$ cat src/rtl/rtc_pkg.sv
// Shared field layout, BCD helpers and calendar rules for the RTC time keeper.
package rtc_pkg;

  localparam int SEC_LSB  = 0;
  localparam int MIN_LSB  = 8;
  localparam int HOUR_LSB = 16;
  localparam int DATE_LSB = 24;
  localparam int MON_LSB  = 32;
  localparam int YEAR_LSB = 40;
  localparam int WDAY_LSB = 48;
  localparam int PAD_LSB  = 56;
  localparam int TOG_BIT  = 64;

  typedef struct packed {
    logic       tog;
    logic [7:0] pad;
    logic [7:0] wday;
    logic [7:0] year;
    logic [7:0] month;
    logic [7:0] date;
    logic [7:0] hour;
    logic [7:0] minute;
    logic [7:0] sec;
  } rtc_time_t;

  localparam rtc_time_t RTC_RESET = '{tog: 1'b0, pad: 8'h00, wday: 8'h00, year: 8'h00,
                                      month: 8'h01, date: 8'h01, hour: 8'h00,
                                      minute: 8'h00, sec: 8'h00};

  function automatic int cnt_w(input int n);
    return (n > 1) ? $clog2(n) : 1;
  endfunction

  // Digits above 9 are clamped to 9 so malformed HPS data still carries sanely.
  function automatic logic [7:0] bcd_sat(input logic [7:0] value);
    logic [3:0] tens;
    logic [3:0] units;
    tens  = (value[7:4] > 4'd9) ? 4'd9 : value[7:4];
    units = (value[3:0] > 4'd9) ? 4'd9 : value[3:0];
    return {tens, units};
  endfunction

  function automatic logic bcd_at_max(input logic [7:0] value, input logic [7:0] max_v);
    return bcd_sat(value) >= max_v;
  endfunction

  function automatic logic [7:0] bcd_inc_wrap(input logic [7:0] value, input logic [7:0] max_v,
                                              input logic [7:0] min_v);
    logic [7:0] v;
    v = bcd_sat(value);
    if (v >= max_v) return min_v;
    if (v[3:0] == 4'd9) return {v[7:4] + 4'd1, 4'd0};
    return v + 8'd1;
  endfunction

  function automatic logic is_leap(input logic [7:0] year);
    logic [7:0] y;
    y = bcd_sat(year);
    if (y[4]) return (y[3:0] == 4'd2) || (y[3:0] == 4'd6);
    return (y[3:0] == 4'd0) || (y[3:0] == 4'd4) || (y[3:0] == 4'd8);
  endfunction

  function automatic logic [7:0] days_in_month(input logic [7:0] month, input logic [7:0] year);
    case (bcd_sat(month))
      8'h02:                      return is_leap(year) ? 8'h29 : 8'h28;
      8'h04, 8'h06, 8'h09, 8'h11: return 8'h30;
      default:                    return 8'h31;
    endcase
  endfunction

endpackage

$ cat src/rtl/rtc_time_keeper_prescaler.sv
// Divides clk down to the 10 Hz enable and the once-per-second calendar tick.
module rtc_prescaler
  import rtc_pkg::*;
#(
  parameter int CLK_HZ         = 21477270,
  parameter int TENTHS_PER_SEC = 10
) (
  input  logic clk,
  input  logic reset,
  input  logic clear,
  output logic ce_10hz,
  output logic sec_tick
);

  localparam int PRESC_N = CLK_HZ / 10;
  localparam int PW      = cnt_w(PRESC_N);
  localparam int TW      = cnt_w(TENTHS_PER_SEC);
  localparam logic [PW-1:0] PRESC_LAST  = PW'(PRESC_N - 1);
  localparam logic [TW-1:0] TENTHS_LAST = TW'(TENTHS_PER_SEC - 1);

  logic [PW-1:0] presc_q, presc_d;
  logic [TW-1:0] tenths_q, tenths_d;
  logic          ce_q, ce_d;
  logic          term;

  assign term     = (presc_q == PRESC_LAST);
  // A clear (HPS reload) drops any tick that would land on the same edge.
  assign sec_tick = term && (tenths_q == TENTHS_LAST) && !clear;
  assign ce_10hz  = ce_q;

  always_comb begin
    presc_d  = presc_q + 1'b1;
    tenths_d = tenths_q;
    ce_d     = 1'b0;
    if (clear) begin
      presc_d  = '0;
      tenths_d = '0;
    end else if (term) begin
      presc_d  = '0;
      ce_d     = 1'b1;
      tenths_d = (tenths_q == TENTHS_LAST) ? '0 : tenths_q + 1'b1;
    end
  end

  always_ff @(posedge clk) begin
    if (reset) begin
      presc_q  <= '0;
      tenths_q <= '0;
      ce_q     <= 1'b0;
    end else begin
      presc_q  <= presc_d;
      tenths_q <= tenths_d;
      ce_q     <= ce_d;
    end
  end

endmodule

$ cat src/rtl/rtc_time_keeper.sv
// Keeps a free-running BCD calendar between HPS wall-clock updates for the MSX RTC.
module rtc_time_keeper
  import rtc_pkg::*;
#(
  parameter int CLK_HZ         = 21477270,
  parameter int TENTHS_PER_SEC = 10
) (
  input  logic        clk,
  input  logic        reset,
  input  logic [64:0] hps_rtc,
  output logic        ce_10hz,
  output logic [64:0] rt_out,
  output logic        valid
);

  rtc_time_t time_q, time_d;
  rtc_time_t hps_t;
  logic      tog_ref_q, tog_ref_d;
  logic      valid_q, valid_d;
  logic      reload, load, sec_tick;
  logic      sec_c, min_c, hour_c, date_c, mon_c;

  assign reload = valid_q && (hps_rtc[TOG_BIT] != tog_ref_q);
  assign load   = !valid_q || reload;
  assign rt_out = time_q;
  assign valid  = valid_q;

  rtc_prescaler #(
    .CLK_HZ        (CLK_HZ),
    .TENTHS_PER_SEC(TENTHS_PER_SEC)
  ) u_prescaler (
    .clk     (clk),
    .reset   (reset),
    .clear   (reload),
    .ce_10hz (ce_10hz),
    .sec_tick(sec_tick)
  );

  always_comb begin
    hps_t        = RTC_RESET;
    hps_t.sec    = hps_rtc[SEC_LSB  +: 8];
    hps_t.minute = hps_rtc[MIN_LSB  +: 8];
    hps_t.hour   = hps_rtc[HOUR_LSB +: 8];
    hps_t.date   = hps_rtc[DATE_LSB +: 8];
    hps_t.month  = hps_rtc[MON_LSB  +: 8];
    hps_t.year   = hps_rtc[YEAR_LSB +: 8];
    hps_t.wday   = hps_rtc[WDAY_LSB +: 8];
    hps_t.pad    = hps_rtc[PAD_LSB  +: 8];
    hps_t.tog    = hps_rtc[TOG_BIT];
  end

  always_comb begin
    sec_c  = bcd_at_max(time_q.sec, 8'h59);
    min_c  = sec_c  && bcd_at_max(time_q.minute, 8'h59);
    hour_c = min_c  && bcd_at_max(time_q.hour, 8'h23);
    date_c = hour_c && bcd_at_max(time_q.date, days_in_month(time_q.month, time_q.year));
    mon_c  = date_c && bcd_at_max(time_q.month, 8'h12);
  end

  // A load always wins over a second advance on the same edge.
  always_comb begin
    time_d    = time_q;
    tog_ref_d = tog_ref_q;
    valid_d   = valid_q;
    if (load) begin
      time_d     = hps_t;
      time_d.tog = ~time_q.tog;
      tog_ref_d  = hps_t.tog;
      valid_d    = 1'b1;
    end else if (sec_tick) begin
      time_d.sec = bcd_inc_wrap(time_q.sec, 8'h59, 8'h00);
      if (sec_c) time_d.minute = bcd_inc_wrap(time_q.minute, 8'h59, 8'h00);
      if (min_c) time_d.hour   = bcd_inc_wrap(time_q.hour, 8'h23, 8'h00);
      if (hour_c) begin
        time_d.date = bcd_inc_wrap(time_q.date, days_in_month(time_q.month, time_q.year), 8'h01);
        time_d.wday = bcd_inc_wrap(time_q.wday, 8'h06, 8'h00);
      end
      if (date_c) time_d.month = bcd_inc_wrap(time_q.month, 8'h12, 8'h01);
      if (mon_c)  time_d.year  = bcd_inc_wrap(time_q.year, 8'h99, 8'h00);
    end
  end

  always_ff @(posedge clk) begin
    if (reset) begin
      time_q    <= RTC_RESET;
      tog_ref_q <= 1'b0;
      valid_q   <= 1'b0;
    end else begin
      time_q    <= time_d;
      tog_ref_q <= tog_ref_d;
      valid_q   <= valid_d;
    end
  end

endmodule

$ cat config.mk
export PLATFORM = sky130hd
export DESIGN_NAME = rtc_time_keeper
export DESIGN_NICKNAME = d
export VERILOG_FILES = /design/src/rtl/rtc_pkg.sv /design/src/rtl/rtc_time_keeper_prescaler.sv /design/src/rtl/rtc_time_keeper.sv
export SDC_FILE = /design/constraint.sdc
export NUM_CORES = 1
export LEC_CHECK = 0
export BUFFER_PORTS_ARGS = -buffer_cell sky130_fd_sc_hd__clkbuf_2
export CAP_MARGIN = 0
export CORE_UTILIZATION = 54
export DETAILED_ROUTE_END_ITERATION = 8
export PLACE_DENSITY = 0.81
export SLEW_MARGIN = 20
export SYNTH_ARGS = -nofsm -noshare
export SYNTH_HDL_FRONTEND = slang
export SYNTH_SLANG_ARGS = --single-unit
$ cat constraint.sdc
create_clock -name clk -period 3.6 [get_ports clk]
set_clock_uncertainty 0.05 [all_clocks]
set_input_delay 0 -clock clk [delete_from_list [all_inputs] [get_ports clk]]
set_output_delay 0 -clock clk [all_outputs]
set_load 0.005 [all_outputs]
Yosys cells after proc, flatten, opt, wreduce, memory -nomap -nowiden --
Cells that the tools add are included.
Word-level totals: flip-flop bits (word level) 94, input port bits 67, output and inout port bits 67, word-level logic and storage cells 233
Cells by class: mux-type cells 133, equal/unequal tests 19, bitwise gates (word level) 1, $lt $le $gt $ge 22, add/sub/neg operators 16, reduce and logical (&&, ||, !) cells 28
Operator list (number):
- $mux 8 | 37
- $mux 56 | 2
- $mux 1 | 77
- $mux 4 | 15
- $add 8x1->8 const B | 7
- $gt 4x4->1 const B | 14
- $eq 4x4->1 const B | 9
- $add 4x1->4 const B | 8
- $add 22x1->22 const B | 1
- $eq 22x22->1 const B | 1
- $pmux 5 s2 | 2
- $eq 8x3->1 const B | 2
- $ge 8x7->1 const B | 2
- $ge 8x8->1 | 2
- $reduce_bool 2->1 | 6
- $reduce_and 2->1 | 5
- $eq 4x3->1 const B | 2
- $eq 8x2->1 const B | 1
- $eq 8x4->1 const B | 1
- $eq 8x5->1 const B | 1
- $ge 8x3->1 const B | 1
- $ge 8x5->1 const B | 1
- $ge 8x6->1 const B | 1
- $ge 8x8->1 const B | 1
- other kinds (10) | 20

Depth between registers and ports, before layout --
word-level depth 32, gate-level depth with buffers 15, mapped depth without buffers 14

By module --
From an unflattened synthesis, not the netlist that was laid out.
Second synthesis, totals: cell total of the unflattened synthesis 707, area total of the unflattened synthesis 5664.2 um^2
By module, submodules not included:
- rtc_time_keeper | seq. area each 1341.3 um^2, area each 4337.9 um^2, instances 1, cells each 553
- rtc_prescaler | seq. area each 540.5 um^2, area each 1326.3 um^2, instances 1, cells each 154

Least setup slack after synthesis --
Ideal clock, no wire load.
path type flip-flop to flip-flop, start register time_q (netlist bit rt_out[39]), end register time_q (netlist bit rt_out[35]), setup time 86 ps, path slack 516 ps, cell stages (with the launch flop) 16, required time 3464 ps, path buffers 1, clock period less this slack 3084 ps, arrival time 2947 ps, cells stage by stage dfxtp_1 > o21ai_0 > nand2b_1 > ha_1 > nor4b_1 > a22oi_1 > mux2i_1 > o31ai_1 > ha_1 > nand2b_1 > a221oi_2 > nor3_1 > a21o_1 > buf_2 > nand3_1 > a221oi_2
On the way: cells in the longest elaborated chain, start to end 11, elaborated cells between the ends (all ways) 22, classes of those cells order compare: 3; eq/ne: 5; mux: 10; reduce/logical: 4
Ends and longest elaborated chain:
- from (decl) | line rtc_time_keeper.sv:16 | rtc_time_t time_q, time_d;
- from (signal assigned) | line rtc_time_keeper.sv:89 | time_q <= time_d;
- $gt 4x4->1 | line rtc_pkg.sv:38 | tens = (value[7:4] > 4'd9) ? 4'd9 : value[7:4];
- $mux 4 (*) | line rtc_pkg.sv:38
- $ge 8x5->1 | line rtc_pkg.sv:51 | if (v >= max_v) return min_v;
- $mux 1 | line rtc_pkg.sv:51
- $mux 1 | line rtc_time_keeper.sv:78 | if (date_c) time_d.month = bcd_inc_wrap(time_q.month, 8'h12, 8'h01);
- $mux 1 | line rtc_time_keeper.sv:70 | end else if (sec_tick) begin
- $mux 1 | line rtc_time_keeper.sv:65 | if (load) begin
- $mux 8 | line rtc_pkg.sv:52 | if (v[3:0] == 4'd9) return {v[7:4] + 4'd1, 4'd0};
- $mux 8 | line rtc_time_keeper.sv:78
- $mux 56 | line rtc_time_keeper.sv:70
- $mux 56 | line rtc_time_keeper.sv:65
Mark *: on every way between the ends. The rest lies on a longest branch, timed or not. The select of a mux whose other input is x is not followed. A chain may end at the register's enable or synchronous reset.

Final worst setup path --
start register time_q (netlist bit rt_out[39]), end register time_q (netlist bit rt_out[47])
On the way: cells in the longest elaborated chain, start to end 10, elaborated cells between the ends (all ways) 15, classes of those cells order compare: 3; eq/ne: 5; mux: 2; reduce/logical: 5
Ends and longest elaborated chain:
- $gt 4x4->1 | line rtc_pkg.sv:38
- $mux 4 (*) | line rtc_pkg.sv:38
- $eq 8x3->1 (tied with other cells) | line rtc_pkg.sv:64 | case (bcd_sat(month))
- $reduce_or 4->1 | line rtc_pkg.sv:64
- $pmux 5 s2 | line rtc_pkg.sv:64
- $ge 8x8->1 | line rtc_pkg.sv:44 | return bcd_sat(value) >= max_v;
- $logic_and 1x1->1 | line rtc_time_keeper.sv:56 | date_c = hour_c && bcd_at_max(time_q.date, days_in_month(time_q.month, time_q.year));
- $logic_and 1x1->1 (*) | line rtc_time_keeper.sv:57 | mon_c = date_c && bcd_at_max(time_q.month, 8'h12);
- $reduce_bool 2->1 (no source line) (*)
- $reduce_and 2->1 (no source line) (*)
Mark *: on every way between the ends. The rest lies on a longest branch, timed or not.

==> results.yml <==
outcome:
  status: "finished, final reports clean"
sta:
  tns_ps: 0
  fin_ws_ps: 309
  finalMaxSlewViolations: 0
  finalSetupViolCount: 0
  whs_ps: 19.6
  slew_headroom: 0.454
  final-hold-violation-count: 0
  finalCriticalPeriod_ps: 3290
  worstMarginPinSlew_ps: 818
  rsz0062_at_grt: "false"
  timing.final.crit_share: 0.914
  clock.fmax_mhz: 304
critical_path:
  cp_max_fo: 14
  cpMaxStageDelayCell: "dfxtp_1"
  rr_worst_depth: 14
  crit_arrival_ps: 3500
  required_ps: 3810
  endpoint_kind: "register"
  cp-start-kind: "register"
  worstReg2RegStart: "rt_out[39]"
  crit_type: "register to register"
  worst_path_largest_cell_delay_ps: 470
  r2r_end: "rt_out[47]"
  cp_cell_sequence: "o21ai_0, nand2b_1, ha_1, nor4b_1, a22oi_1, mux2i_1, o31ai_1, ha_1, nand2b_1, a221oi_2, nor3_2, a21o_2, a31oi_1, a311oi_1"
  ff2ff_setup_slack_ps: 310
power_and_ir_drop:
  netSwitchingFraction: 0.341
  vdd_drop_max_mv: 0.249
  p_int_mw: 1.84
  leakage_nw: 2.96
  p_comb_frac: 0.286
  power_density_mw_per_mm2: 399
  pwr-share-clk: 0.257
  pwr-share-seq: 0.456
  power_switching_mw: 0.949
layout:
  final_area_mm2: 0.00697
  layout-drive-gt1-share: 0.205
  synthToLayoutAreaGrowth_pct: 27.2
  final_common_cell: "clkbuf_2"
  final_cell_mix: "clkbuf_2 (133), dfxtp_1 (94), nor2_1 (79)"
  num-nets-final: 943
  antenna_cells: 0
  n_fill_cell: 785
clock_network:
  cts_setup_buffers: 0
  cts_root_buffer: "clkbuf_8"
  clock_path_buffers: 2
  cts_inserted_buffers: 9
  clock_latency_ps: 360
  tritoncts: "built"
  clkTransAtPathRegs_ps: 90
  htree_levels: 3
  cts.sinks: 94
global_route:
  antenna_found_initial: 0
  grt_usage: 0.281
  grt_pass1_wl_um: 23700
  overflow: 0
  grt_pass1_vias: 5277
  grt_max_degree: 74
synthesis:
  yosys.cell_types.count: 68
  syn_area_mm2: 0.00548
  ys_seq_area_frac: 0.343
  ys_ff_latch: 94
  synth_fp_nets: 775
  synth.avg_cell_area_um2: 8.00
  syn_inst: 685
  synth_edf_count: 0
  ys_warn_count: 0
  async_flop_share: 0
  synth_flop_cell: "dfxtp_1"
detailed_routing:
  vias_per_cell: 5.77
  drc_errors: 0
  wl_um: 15100
  drt_iter0_drc: 385
  routedWlPerCell_um: 15.3
  drt_pass1_iterations: 5
  num_vias: 5714
  ant_nets: 0
min_path:
  min_to: "rt_out[32]"
  hold_start: "hps_rtc[32]"
  holdCritPathClass: "primary input to register"
  min_path_cells: 3
floorplanning:
  die_area_mm2: 0.0106
  rows: 36
  coreArea_mm2: 0.00982
  initial_core_util: 0.558
  dieHeight_um: 103
  ios: 134
  die_w_um: 103
place:
  dp_hpwl_um: 9950
  routabilityCongestion: 0.938
  io_buffers: 133
  dpl_cell_area_mm2: 0.00618
  pre_cts_slack_ps: 76.0
flow_run:
  maxCapViolations: 0
==> cells by family after synthesis <==
kind of cell	Yosys count	share of synthesized area
simple gates	266	0.240
flops	94	0.343
xor+xnor	41	0.0669
fa+ha+maj	23	0.0525
mux	6	0.0112
buf+inv	69	0.0536
compound gates	186	0.233
==> registers in the layout (all words and copies together) (netlist names) <==
register and count:
tog_ref_q 1, rt_out 65, valid 1, u_prescaler.ce_10hz 1, u_prescaler.presc_q 22, u_prescaler.tenths_q 4
==> per-stage QoR <==
step / power (mW) / std cells / utilization
finish: 2.79 / 991 / 0.710
global route: 2.94 / 991 / 0.710
CTS: 2.78 / 991 / 0.709
detailed placement: 2.02 / 917 / 0.629
global placement: 1.98 / 917 / 0.629
floorplan: 1.78 / 685 / -
==> cell type report <==
type / instances / area (um^2) / area share
tap: 133 / 166 / 0.0239
timing repair buffer: 197 / 1290 / 0.185
sequential: 94 / 1880 / 0.270
inverter: 29 / 109 / 0.0156
clock buffer: 11 / 141 / 0.0203
clock inverter: 5 / 58.8 / 0.00844
multi-input combinational: 522 / 3320 / 0.477
==> metal layers <==
layer	track usage	vias to the layer above	wire, um
met1	0.337	2641	6310
met5	0	-	0
met2	0.499	231	7460
li1	-	2810	-
met4	0.109	0	329
met3	0.0508	32	1020
==> timing repair <==
| action | CTS | global route |
|---|---|---|
| gates resized for setup | 0 | 4 |
| hold endpoints to repair | 58 | 0 |
| hold buffers | 58 | 0 |
| setup endpoints to repair | 0 | 21 |
==> worst max-delay path, delay by kind of cell, from the launching register on <==
| kind | cells | cell delay (ps) |
|---|---|---|
| AOI/OAI and AO/OA | 7 | 1170 |
| and+or+nand+nor | 4 | 890 |
| adders and majority gates | 2 | 480 |
| DFF | 1 | 470 |
| muxes | 1 | 150 |
==> power by group through the flow <==
stage                     Sequential [mW]  Combinational [mW]  Clock, mW
final                                1.27               0.797      0.717
after global routing                 1.28               0.888      0.772
after CTS                            1.26               0.780      0.731
after detailed placement             1.29               0.727          0
after global placement               1.28               0.700          0
after floorplan                      1.25               0.531          0
==> cells in the mapped netlist, drive strengths merged (6+ instances only) <==
| library cell | n | area, um^2 |
|---|---|---|
| o21ai | 28 | 144 |
| a211oi | 28 | 215 |
| nor2b | 11 | 68.8 |
| a21oi | 56 | 292 |
| nor3 | 25 | 151 |
| nor2 | 81 | 307 |
| dfxtp | 94 | 1880 |
| xor2 | 19 | 166 |
| clkbuf | 26 | 98.8 |
| nor4 | 7 | 50.1 |
| o31ai | 8 | 60.1 |
| nand2b | 15 | 93.8 |
| nand4 | 11 | 68.8 |
| buf | 14 | 86.3 |
| and3 | 7 | 43.8 |
| ha | 23 | 288 |
| inv | 28 | 105 |
| nand3 | 20 | 100 |
| a22oi | 13 | 97.6 |
| nand2 | 63 | 236 |
| xnor2 | 22 | 200 |
| a311oi | 7 | 61.3 |
| a221oi | 6 | 77.6 |
==> how the worst max path moves through the flow <==
stage                     cells past startpoint    endpoint  slack (ps)  startpoint
after floorplan                              15  rt_out[35]         520  rt_out[39]
after global placement                       14  rt_out[47]         240  rt_out[39]
after detailed placement                     14  rt_out[40]          80  rt_out[39]
after CTS                                    14  rt_out[47]          60  rt_out[39]
after global routing                         14  rt_out[40]          30  rt_out[39]
final                                        14  rt_out[47]         310  rt_out[39]
(Power assumes the default switching activity.)
